`config.mk`:
```
export PLATFORM = sky130hd
export DESIGN_NAME = mole_scheduler
export DESIGN_NICKNAME = d
export VERILOG_FILES = /design/src/rtl/mole_scheduler.sv
export SDC_FILE = /design/constraint.sdc
export NUM_CORES = 1
export LEC_CHECK = 0
export ABC_AREA = 1
export CAP_MARGIN = 15
export CORE_ASPECT_RATIO = 0.5
export CORE_MARGIN = 2
export CORE_UTILIZATION = 43
export CTS_CLUSTER_SIZE = 28
export DETAILED_ROUTE_END_ITERATION = 10
export PLACE_DENSITY = 0.69
export SLEW_MARGIN = 10
export SYNTH_ARGS = -nofsm -noshare
export SYNTH_HDL_FRONTEND = slang
export SYNTH_SLANG_ARGS = --single-unit
```
`constraint.sdc`:
```
create_clock -name clk -period 1.97 [get_ports clk]
set_input_delay 0.394 -clock clk [delete_from_list [all_inputs] [get_ports clk]]
set_output_delay 0.394 -clock clk [all_outputs]
set_load 0.05 [all_outputs]
```
`src/rtl/mole_scheduler.sv`:
```
// mole_scheduler: whack-a-mole game sequencer.
// Picks a hole from the running game counter, keeps the mole lit for an up
// window, scores hits, charges a life on each miss and waits a gap before
// the next spawn. All window timing advances only on the tick enable.
// Optional feature macro: MOLE_SPEEDUP_EN shortens the up window by one
// tick per 8 points scored, with a floor of 2 ticks.
// state_dbg exposes the FSM state (0 IDLE, 1 SPAWN, 2 UP, 3 GAP, 4 OVER).
module mole_scheduler #(
  parameter int UP_TICKS   = 8,
  parameter int GAP_TICKS  = 4,
  parameter int LIVES_INIT = 3
) (
  input  logic        clk,
  input  logic        reset,
  input  logic        tick,
  input  logic        start,
  input  logic [3:0]  count,
  input  logic [15:0] hit,
  output logic [15:0] mole,
  output logic [7:0]  score,
  output logic [1:0]  lives,
  output logic        game_over,
  output logic        busy,
  output logic [2:0]  state_dbg
);

  typedef enum logic [2:0] {
    S_IDLE  = 3'd0,
    S_SPAWN = 3'd1,
    S_UP    = 3'd2,
    S_GAP   = 3'd3,
    S_OVER  = 3'd4
  } state_t;

  localparam logic [7:0] UP_W    = 8'(UP_TICKS);
  localparam logic [7:0] GAP_W   = 8'(GAP_TICKS);
  localparam logic [1:0] LIVES_W = 2'(LIVES_INIT);

  state_t      state;
  logic [7:0]  timer;
  logic [3:0]  idx;
  logic        first;     // set until the first spawn of a game is done
  logic [3:0]  next_idx;
  logic [7:0]  up_window;
  logic        hit_now;
  logic        expire;

  assign state_dbg = state;

`ifdef MOLE_SPEEDUP_EN
  logic [4:0] slow;
  assign slow = score[7:3];

  // Up window shrinks by one tick per 8 points, never below 2 ticks.
  always_comb begin
    up_window = 8'd2;
    if (UP_W >= ({3'b000, slow} + 8'd2))
      up_window = UP_W - {3'b000, slow};
  end
`else
  assign up_window = UP_W;
`endif

  // Never respawn in the hole just used, except on the first spawn of a game.
  assign next_idx = (!first && (count == idx)) ? count + 4'd1 : count;
  assign hit_now  = hit[idx];
  assign expire   = tick && (timer == 8'd1);

  // Game FSM with all outputs registered.
  always_ff @(posedge clk) begin
    if (reset) begin
      state     <= S_IDLE;
      mole      <= 16'd0;
      score     <= 8'd0;
      lives     <= 2'd0;
      game_over <= 1'b0;
      busy      <= 1'b0;
      timer     <= 8'd0;
      idx       <= 4'd0;
      first     <= 1'b0;
    end else begin
      case (state)
        S_IDLE, S_OVER: begin
          mole <= 16'd0;
          if (start) begin
            score     <= 8'd0;
            lives     <= LIVES_W;
            idx       <= 4'd0;
            first     <= 1'b1;
            game_over <= 1'b0;
            busy      <= 1'b1;
            state     <= S_SPAWN;
          end
        end
        S_SPAWN: begin
          idx   <= next_idx;
          first <= 1'b0;
          timer <= up_window;
          state <= S_UP;
        end
        S_UP: begin
          if (hit_now) begin
            // A hit wins over a simultaneous window expiry.
            if (score != 8'hFF)
              score <= score + 8'd1;
            mole  <= 16'd0;
            timer <= GAP_W;
            state <= S_GAP;
          end else if (expire) begin
            lives <= lives - 2'd1;
            mole  <= 16'd0;
            if (lives == 2'd1) begin
              timer     <= 8'd0;
              game_over <= 1'b1;
              busy      <= 1'b0;
              state     <= S_OVER;
            end else begin
              timer <= GAP_W;
              state <= S_GAP;
            end
          end else begin
            mole <= 16'd1 << idx;
            if (tick)
              timer <= timer - 8'd1;
          end
        end
        S_GAP: begin
          mole <= 16'd0;
          if (tick) begin
            if (timer == 8'd1)
              state <= S_SPAWN;
            else
              timer <= timer - 8'd1;
          end
        end
        default: begin
          state <= S_IDLE;
        end
      endcase
    end
  end

endmodule

```
==> metrics <==
status=completed; Slew Viols, Final=0; Root Buffer=clkbuf_16; initial antenna violation count=0; row count=19; post-synth cell types=30; Num CTS Buffers=5; syn_area_per_cell=6.57 um2; Core Area=5660 um2; register area share after synthesis=0.339; Area after DPL=3220 um2; IO Port Bufs=54; Leak Pwr=1.46 nW; die area=6720 um2; Final Cycle Share=0.957; global route overflow=0; Residual DRC=0; Slew HR=0.315; mapped cell area=2600 um2; hold_buf cts=0; post-CTS sizing=0; Worst Hold Class=reg -> reg; Yosys top cell area share=0.339; fmax=531 MHz; final WL=6750 um; Slew @ Worst Pin=1.02 ns; Peak VDD IR=496 uV; ANT cells=0; Ys Warns=0; Bufs and invs on worst path=1; area leader, netlist=dfxtp_1; most frequent cells in the layout=nand2_1, nor2_1, dfxtp_1, clkdlybuf4s50_1, a21oi_1; Slowest cell on crit path=clkdlybuf4s50_1; CP startpoint kind=register; vias per cell=5.16; Max Clock Skew=0.00655 ns; final core utilization=0.602; Post-synth EDFFs=0; post-DP HPWL=5060 um; Final min period=1.88 ns; Global Route Usage Sum=0.212; critical path required time=1.58 ns; share of synthesized registers carrying an async set or reset=0; vias in the first global route=2579; Cells after Synth=396; share of cells above drive strength 1=0.114; Top FF cell, synth=dfxtp_1; most common cell after layout, fill and taps aside=nand2_1; largest net degree at the start of global routing=33; Hold Vio Cnt, Final=0; GPL Wtd Cong=0.859; CTS sink count=44; buffers inserted by post-CTS timing repair=0; Die Y=59.0 um; initial core utilization=0.460; hold slack=0.465 ns; Area Overhead vs Synth=31.1%; Nets=484; Finished Cell Area=3410 um2; Vias=2727; worst skew pair latency=0.28 ns; CP peak stage delay=0.83 ns; Crit path arrival time=1.49 ns; Max-Cap Viols=0; I/O pin cnt=55; synthesized flop and latch total=44; initial DRC count=150; Final setup viols=0; Cell Chain, Critical Path=clkdlybuf4s50_1; Setup crit end kind=output pin; first-pass GRT wire length=11500 um; TritonCTS clock tree=yes; CP max FO=4; Top Family by Delay on Critical Path=buffers and inverters; H-tree Lvls=2; critical path type=reg -> out; Power Dens Cells=1360 nW/um2; DRT Pass-1 Iters=5; antenna-violating nets left=0; Synthesized Nets=425; CTS max path bufs=2; Die Wd=114 um; WL/cell=12.8 um; top post-synthesis cells by area=dfxtp_1, nand2_1, a21oi_1, nor2_1, nand3_1; CTS clock-pin slew for the worst setup and hold paths=0.06 ns
power by group:
group / switching, mW / leakage (nW) / internal, mW
registers: 0.139 / 0.358 / 1.05
clock network: 0.350 / 0.0798 / 0.596
logic: 1.69 / 1.02 / 0.826
total: 2.18 / 1.46 / 2.47
path summary, 6_finish.rpt:
check	from	to	slack, ns	cells after the start
hold reg to reg	mole[7]$_SDFFE_PP0P_	mole[7]$_SDFFE_PP0P_	0.47	2
setup reg to reg	state_dbg[0]$_SDFFE_PP0P_	mole[2]$_SDFFE_PP0P_	0.17	4
setup / recovery	lives[0]$_SDFFE_PP0P_	lives[0]	0.09	1
hold / removal	mole[7]$_SDFFE_PP0P_	mole[7]$_SDFFE_PP0P_	0.47	2
cell families after synthesis:
group / Yosys count / share of synthesized area
buffers and inverters: 51 / 0.0866
adder cells (fa/ha/maj): 5 / 0.0241
flip-flops: 44 / 0.339
AO/OA/AOI/OAI: 49 / 0.0982
AND/OR/NAND/NOR: 237 / 0.419
XOR/XNOR: 10 / 0.0337
cells in the mapped netlist (2+ instances only):
library cell,instances
o21ai_0,4
xor2_1,10
nand2_2,3
ha_1,5
buf_2,3
clkbuf_1,6
nand3_1,32
o22ai_1,2
nor2_2,3
nand2_4,3
nand3_2,3
nor2_1,50
inv_2,3
inv_1,34
a21oi_1,40
nand4_1,17
buf_4,2
dfxtp_1,44
nand2_1,116
buf_6,3
nor3_1,4
final cells by class:
cell class                 count  area (um2)
fill                         541        2250
inverter                      37         139
multi-input combinational    301        1510
timing repair buffer          66         616
clock buffer                   5         125
sequential                    44         882
clock inverter                 3        42.5
tap                           73        91.3
registers in the layout, indices dropped and copies added, names as in the netlist:
name and count:
state_dbg 3, busy 1, mole 16, score 8, lives 2, timer 8, first 1, game_over 1
idx 4
stage by stage:
| stage | power [mW] | setup TNS [ns] | instances | setup WS (ns) |
|---|---|---|---|---|
| 3_3_place_gp | 3.58 | -0.474 | 521 | -0.0415 |
| 3_5_place_dp | 3.64 | -1.56 | 521 | -0.134 |
| 4_1_cts | 4.61 | 0 | 529 | 0.0789 |
| 2_1_floorplan | 3.03 | 0 | 396 | 0.0426 |
| 6_report | 4.65 | 0 | 529 | 0.0852 |
| 5_1_grt | 5.00 | -0.00574 | 529 | -0.00574 |
per-layer routing:
layer  global-route usage  wire length, um
met5                    0                0
met4               0.0505               37
met3               0.0440              281
met2                0.366             3110
met1                0.279             3320
(Power assumes the default switching activity.)
